==> src/rtl/inst_fetch_unit_pkg.sv <==
// Shared definitions for the instruction fetch unit: PC width, memory sizing,
// reset PC, NOP encoding and the prefetch queue entry layout.
// The optional misaligned-redirect check is enabled with FETCH_ALIGN_CHECK_EN.
package inst_fetch_unit_pkg;

    localparam int          PC_W         = 32;
    localparam int          ADDR_W_DEF   = 8;
    localparam int          MEM_SIZE     = 2 ** ADDR_W_DEF;
    localparam int          FQ_DEPTH_DEF = 2;
    localparam logic [31:0] RESET_PC_DEF = 32'h0000_0000;
    localparam logic [31:0] NOP_INST     = 32'h0000_0013;

    // One prefetch queue slot: the byte PC and the instruction fetched there.
    typedef struct packed {
        logic [PC_W-1:0] pc;
        logic [31:0]     inst;
    } fq_entry_t;

    // Fetch addresses are always word aligned; the low two bits are dropped.
    function automatic logic [PC_W-1:0] align_pc(input logic [PC_W-1:0] pc);
        return {pc[PC_W-1:2], 2'b00};
    endfunction

endpackage

==> src/rtl/inst_fetch_unit_if.sv <==
// Fetch-to-decode handshake: head {pc, inst} offered with out_vld, taken on out_rdy.
interface inst_fetch_unit_if;

    logic        out_vld;
    logic        out_rdy;
    logic [31:0] out_inst;
    logic [31:0] out_pc;

    modport master (output out_vld, output out_inst, output out_pc, input out_rdy);
    modport slave  (input out_vld, input out_inst, input out_pc, output out_rdy);

endinterface

==> src/rtl/inst_fetch_unit_fetch_queue.sv <==
// Prefetch queue: synchronous FIFO of {pc, inst} entries with wrap-bit pointers.
// Flush empties it in one cycle; push and pop together when full keep it full.
module inst_fetch_unit_fetch_queue
    import inst_fetch_unit_pkg::*;
#(
    parameter int DEPTH = FQ_DEPTH_DEF
) (
    input  logic      clk,
    input  logic      rst,
    input  logic      push,
    input  logic      pop,
    input  logic      flush,
    input  fq_entry_t tail,
    output logic      full,
    output logic      empty,
    output fq_entry_t head
);

    localparam int PTR_W = $clog2(DEPTH);

    fq_entry_t        slots [DEPTH];
    logic [PTR_W:0]   wr_ptr;
    logic [PTR_W:0]   rd_ptr;
    logic             do_push;
    logic             do_pop;

    // Pointers equal means empty; same slot with differing wrap bit means full.
    always_comb begin
        empty   = (wr_ptr == rd_ptr);
        full    = (wr_ptr[PTR_W] != rd_ptr[PTR_W]) &&
                  (wr_ptr[PTR_W-1:0] == rd_ptr[PTR_W-1:0]);
        do_pop  = pop && !empty;
        do_push = push && (!full || do_pop);
        head    = slots[rd_ptr[PTR_W-1:0]];
    end

    // Pointer update; flush discards everything and overrides push/pop.
    always_ff @(posedge clk or negedge rst) begin
        if (!rst) begin
            wr_ptr <= '0;
            rd_ptr <= '0;
        end else if (flush) begin
            wr_ptr <= '0;
            rd_ptr <= '0;
        end else begin
            if (do_push) wr_ptr <= wr_ptr + 1'b1;
            if (do_pop)  rd_ptr <= rd_ptr + 1'b1;
        end
    end

    // Slot storage; when full the pushed entry reuses the slot being popped.
    always_ff @(posedge clk or negedge rst) begin
        if (!rst) begin
            for (int i = 0; i < DEPTH; i++) slots[i] <= '0;
        end else if (do_push && !flush) begin
            slots[wr_ptr[PTR_W-1:0]] <= tail;
        end
    end

endmodule

==> src/rtl/inst_fetch_unit.sv <==
// Instruction fetch unit: owns the fetch PC, reads the combinational
// instruction memory, buffers results in the prefetch queue and applies
// redirects from execute. Define FETCH_ALIGN_CHECK_EN to flag and halt on
// misaligned redirect targets; otherwise their low two bits are ignored.
module inst_fetch_unit
    import inst_fetch_unit_pkg::*;
#(
    parameter int          ADDR_W   = ADDR_W_DEF,
    parameter int          FQ_DEPTH = FQ_DEPTH_DEF,
    parameter logic [31:0] RESET_PC = RESET_PC_DEF
) (
    input  logic                clk,
    input  logic                rst,
    output logic [ADDR_W-1:0]   imem_addr,
    input  logic [31:0]         imem_data,
    input  logic                redirect_vld,
    input  logic [31:0]         redirect_pc,
    inst_fetch_unit_if.master   out_bus,
    output logic                misalign_err
);

    logic [PC_W-1:0] fetch_pc;
    logic            halted;
    logic            out_clear;
    logic            push;
    logic            pop;
    logic            fq_full;
    logic            fq_empty;
    fq_entry_t       fq_head;
    fq_entry_t       fq_tail;

`ifdef FETCH_ALIGN_CHECK_EN
    // A misaligned redirect target stops fetch until an aligned redirect arrives.
    always_ff @(posedge clk or negedge rst) begin
        if (!rst)              halted <= 1'b0;
        else if (redirect_vld) halted <= (redirect_pc[1:0] != 2'b00);
    end
    assign misalign_err = halted;
`else
    assign halted       = 1'b0;
    assign misalign_err = 1'b0;
`endif

    // Handshake decode; a redirect squashes the pop and blocks the push.
    always_comb begin
        pop       = out_bus.out_vld && out_bus.out_rdy && !redirect_vld;
        push      = (!fq_full || pop) && !redirect_vld && !halted;
        imem_addr = fetch_pc[ADDR_W+1:2];
        fq_tail   = '{pc: fetch_pc, inst: imem_data};
    end

    // Fetch PC: a redirect always wins, otherwise advance one word per push.
    always_ff @(posedge clk or negedge rst) begin
        if (!rst)              fetch_pc <= align_pc(RESET_PC);
        else if (redirect_vld) fetch_pc <= align_pc(redirect_pc);
        else if (push)         fetch_pc <= fetch_pc + 32'd4;
    end

    // Outputs read zero straight out of reset until the first clock edge.
    always_ff @(posedge clk or negedge rst) begin
        if (!rst) out_clear <= 1'b1;
        else      out_clear <= 1'b0;
    end

    inst_fetch_unit_fetch_queue #(.DEPTH(FQ_DEPTH)) u_fetch_queue (
        .clk   (clk),
        .rst   (rst),
        .push  (push),
        .pop   (pop),
        .flush (redirect_vld),
        .tail  (fq_tail),
        .full  (fq_full),
        .empty (fq_empty),
        .head  (fq_head)
    );

    // Present the queue head; an empty queue shows a NOP at pc 0.
    always_comb begin
        out_bus.out_vld = !fq_empty;
        if (out_clear) begin
            out_bus.out_inst = '0;
            out_bus.out_pc   = '0;
        end else if (fq_empty) begin
            out_bus.out_inst = NOP_INST;
            out_bus.out_pc   = '0;
        end else begin
            out_bus.out_inst = fq_head.inst;
            out_bus.out_pc   = fq_head.pc;
        end
    end

endmodule

==> src/flat_wrapper.sv <==
// flat-port wrapper written by rule: the top's interface ports become plain ports
module inst_fetch_unit_flat import inst_fetch_unit_pkg::*;
#(
    parameter int          ADDR_W   = ADDR_W_DEF,
    parameter int          FQ_DEPTH = FQ_DEPTH_DEF,
    parameter logic [31:0] RESET_PC = RESET_PC_DEF
)
  (clk, rst, imem_addr, imem_data, redirect_vld, redirect_pc, misalign_err, out_bus_out_vld, out_bus_out_inst, out_bus_out_pc, out_bus_out_rdy);
  inst_fetch_unit_if out_bus_i ();
  input  logic clk;
  input  logic rst;
  output logic [ADDR_W-1:0] imem_addr;
  input  logic [31:0] imem_data;
  input  logic redirect_vld;
  input  logic [31:0] redirect_pc;
  output logic misalign_err;
  output wire logic [$bits(out_bus_i.out_vld)-1:0] out_bus_out_vld;
  output wire logic [$bits(out_bus_i.out_inst)-1:0] out_bus_out_inst;
  output wire logic [$bits(out_bus_i.out_pc)-1:0] out_bus_out_pc;
  input wire logic [$bits(out_bus_i.out_rdy)-1:0] out_bus_out_rdy;
  assign out_bus_out_vld = out_bus_i.out_vld;
  assign out_bus_out_inst = out_bus_i.out_inst;
  assign out_bus_out_pc = out_bus_i.out_pc;
  assign out_bus_i.out_rdy = out_bus_out_rdy;
  inst_fetch_unit #(.ADDR_W(ADDR_W), .FQ_DEPTH(FQ_DEPTH), .RESET_PC(RESET_PC)) u_core (.clk(clk), .rst(rst), .imem_addr(imem_addr), .imem_data(imem_data), .redirect_vld(redirect_vld), .redirect_pc(redirect_pc), .out_bus(out_bus_i), .misalign_err(misalign_err));
endmodule
==> config.mk <==
export PLATFORM = sky130hd
export DESIGN_NAME = inst_fetch_unit_flat
export DESIGN_NICKNAME = d
export VERILOG_FILES = /design/src/rtl/inst_fetch_unit_pkg.sv /design/src/rtl/inst_fetch_unit_if.sv /design/src/rtl/inst_fetch_unit_fetch_queue.sv /design/src/rtl/inst_fetch_unit.sv /design/src/flat_wrapper.sv
export SDC_FILE = /design/constraint.sdc
export NUM_CORES = 1
export LEC_CHECK = 0
export BUFFER_PORTS_ARGS = -buffer_cell sky130_fd_sc_hd__buf_2
export CAP_MARGIN = 25
export CORE_MARGIN = 1
export CORE_UTILIZATION = 45
export CTS_BUF_LIST = sky130_fd_sc_hd__clkbuf_4 sky130_fd_sc_hd__clkbuf_8
export DETAILED_ROUTE_END_ITERATION = 12
export GPL_ROUTABILITY_DRIVEN = 0
export PLACE_DENSITY = 0.78
export SETUP_SLACK_MARGIN = 0.1
export SYNTH_ARGS = -nofsm -noshare
export SYNTH_HDL_FRONTEND = slang
export SYNTH_SLANG_ARGS = --single-unit
==> constraint.sdc <==
create_clock -name clk -period 2.5 [get_ports clk]
set_clock_uncertainty 0.15 [all_clocks]
set_input_delay 0 -clock clk [delete_from_list [all_inputs] [get_ports clk]]
set_output_delay 0 -clock clk [all_outputs]
set_load 0.01 [all_outputs]
==> metrics.yaml <==
drt:
  drt_iter0_markers: 271
  via_count: 5474
  wl_per_cell_um: 16.1
  final_antenna_net_count: 0
  routed_via_density: 5.18
  drc: 0
  dr.pass1.iters: 4
  routed_wl_mm: 17.0
floorplanning:
  die_w_um: 131
  die_area_um2: 17200
  dieHeight_um: 131
  start_util: 0.466
  core_um2: 16100
  row_count: 46
  ios: 142
clocking:
  clk_latency_ns: 0.45
  numCtsBuffers: 17
  cts_tree: "yes"
  post_cts_buffers: 0
  clock-root-buffer: "clkbuf_8"
  cts.sinks: 159
  clk_pin_slew_ns: 0.09
  clockBufferDepth: 2
  htreeDepth: 4
setup_path:
  rrSetupSlack_ns: 0.25
  critPathMaxFanout: 8
  crit_arrival_ns: 2.48
  crit_path_end_kind: "flip-flop"
  cp-start-kind: "flip-flop"
  path_class: "reg2reg"
  r2r-end: "u_core.fetch_pc[27]"
  r2r-start: "u_core.u_fetch_queue.rd_ptr[0]"
  rr_worst_depth: 6
  crit_path_cell_trace: "xor2_2 -> nor3_1 -> buf_4 -> or4_4 -> nor4b_1 -> a311o_1"
  slowest_delay_ns: 0.55
  crit_required_ns: 2.73
  cpMaxStageDelayCell: "or4_4"
final_layout:
  fin_nets: 897
  area_growth_pct: 28.0
  utilization: 0.597
  finalNonFillerCells: 1057
  num_antenna_cells: 0
  post-route-cell-area_um2: 9620
  drive_above_1_share: 0.386
synthesis:
  yosys.area.top_type_share: 0.526
  synth_cells: 633
  synth_common_cells: "dfrtp_1, mux2_2, nor2_1"
  synth-seq-area-share: 0.529
  yosys_register_bits: 159
  yosysTopAreaCell: "dfrtp_1"
  synth_async_sr_flop_share: 1.00
  synth_edf_count: 0
  yosysMostFrequentCell: "dfrtp_1"
  synth_cell_types: 41
  avgSynthCellArea_um2: 11.9
  synth.area.top_cells: "dfrtp_1, mux2_2, mux2i_1, nor2_1, xnor2_1"
  synth_warnings: 0
  syn_area_um2: 7520
  synth_ff_type: "dfrtp_1"
power_and_ir_drop:
  power_frac_comb: 0.395
  power.leakage_nw: 4.29
  peakVddDrop_uv: 644
  swShare: 0.343
  intPower_mw: 6.94
  power_mw: 10.6
  p_per_area_nw_per_um2: 1100
  seqPwrFrac: 0.407
  power_switching_mw: 3.61
  pwr-share-clk: 0.198
timing:
  finalSetupViolations: 0
  period_needed_ns: 2.25
  rsz0062_at_grt: "false"
  finalHoldViolCount: 0
  worst_slack_ns: 0.252
  whs_ns: 0.148
  fmax_mhz: 445
  relSlewSlack: 0.587
  setup_tns_ns: 0
  min_period_over_period: 0.899
  worst-slew-pin-transition_ns: 0.619
  final_max_slew_viol_count: 0
status:
  status: "completed"
placement:
  pre_cts_ws_ns: 0.223
  dpl-instance-area_um2: 8480
  dp.cells: 959
  hpwl_mm: 10.4
  io_buffers: 136
worst_hold_path:
  hold_depth: 4
  hp-class: "in2reg"
  hold_end: "u_core.fetch_pc[22]"
  hold_path.startpoint: "redirect_pc[22]"
global_routing:
  grt_overflow: 0
  grt.total_usage: 0.210
  grt_pass1_vias: 5669
  grt_first_pass_wirelength_mm: 28.5
  grt_start_max_net_pins: 68
  grt_antenna_before_repair: 0
flow_run:
  cap_violations: 0
layout by cell type (no fill, tap or decap), types with 3 or more instances in the layout:
master	instances
or3_1	3
mux2_2	123
buf_2	135
a31oi_1	3
inv_6	3
o21ai_0	29
nor4_1	7
nand2_1	41
buf_4	14
and3_1	4
conb_1	4
xor2_1	9
nor3_1	5
nand4_1	4
xnor2_1	19
inv_1	3
nand3_1	10
mux2i_1	63
clkbuf_8	17
nor2_1	72
dfrtp_1	156
buf_12	6
a21oi_1	3
bufinv_16	4
nor4b_1	5
clkinv_2	3
dlygate4sd3_1	66
routing by layer:
layer,up-vias,global-route usage,part of all wire
met4,0,0.0667,0.012
li1,2582,-,-
met3,22,0.0521,0.056
met1,2717,0.265,0.45
met2,153,0.351,0.49
met5,-,0,0
flip-flops by register name, summed over array words and instances, names as in the netlist:
| name | flops |
|---|---|
| u_core.fetch_pc | 30 |
| u_core.out_clear | 1 |
| u_core.u_fetch_queue.rd_ptr | 2 |
| u_core.u_fetch_queue.slots | 124 |
| u_core.u_fetch_queue.wr_ptr | 2 |
how the worst max path moves through the flow:
stage | start | endpoint | cells after the start
floorplan | u_core.u_fetch_queue.wr_ptr[0] | u_core.u_fetch_queue.slots[10] | 7
global placement | u_core.u_fetch_queue.rd_ptr[0] | u_core.fetch_pc[27] | 6
detailed placement | u_core.fetch_pc[14] | u_core.fetch_pc[27] | 5
CTS | u_core.u_fetch_queue.rd_ptr[0] | out_bus_out_pc[25] | 5
global route | u_core.fetch_pc[15] | u_core.fetch_pc[27] | 5
finish | u_core.u_fetch_queue.rd_ptr[0] | u_core.fetch_pc[27] | 6
final cells by class:
cell class	instances	area (um^2)
Fill cell	1281	6500
Sequential cell	159	3990
Multi-Input combinational cell	424	3330
Timing Repair Buffer	223	1580
Tap cell	216	270
Clock buffer	17	234
Clock inverter	15	208
Inverter	3	11.3
worst max-delay path: cells and delay by family (launching register included):
family          cells  cell delay, ns
flops               1            0.52
simple gates        3            0.96
buf+inv             1            0.19
xor+xnor            1            0.23
compound gates      1            0.15
power groups by stage:
| stage | sequential (mW) | combinational (mW) | clock (mW) |
|---|---|---|---|
| detailed placement | 4.32 | 4.07 | 0 |
| floorplan | 4.13 | 2.95 | 0 |
| global route | 4.44 | 4.55 | 2.26 |
| CTS | 4.26 | 4.17 | 2.16 |
| global placement | 4.26 | 4.00 | 0 |
| finish | 4.29 | 4.17 | 2.09 |
kinds of logic after synthesis:
family	count (synthesis)	share of synthesized area
other	1	0.000499
and+or+nand+nor	164	0.102
buffers and inverters	53	0.0348
adders and majority gates	1	0.00166
AOI/OAI and AO/OA	39	0.0283
muxes	186	0.268
DFF	159	0.529
xor gates and xnor gates	30	0.0350
timing repair:
action	in CTS	in global routing
gates resized for setup	2	7
hold buffers	66	0
setup endpoints to repair	26	33
endpoints found under the hold margin	256	0
(Power assumes the default switching activity.)
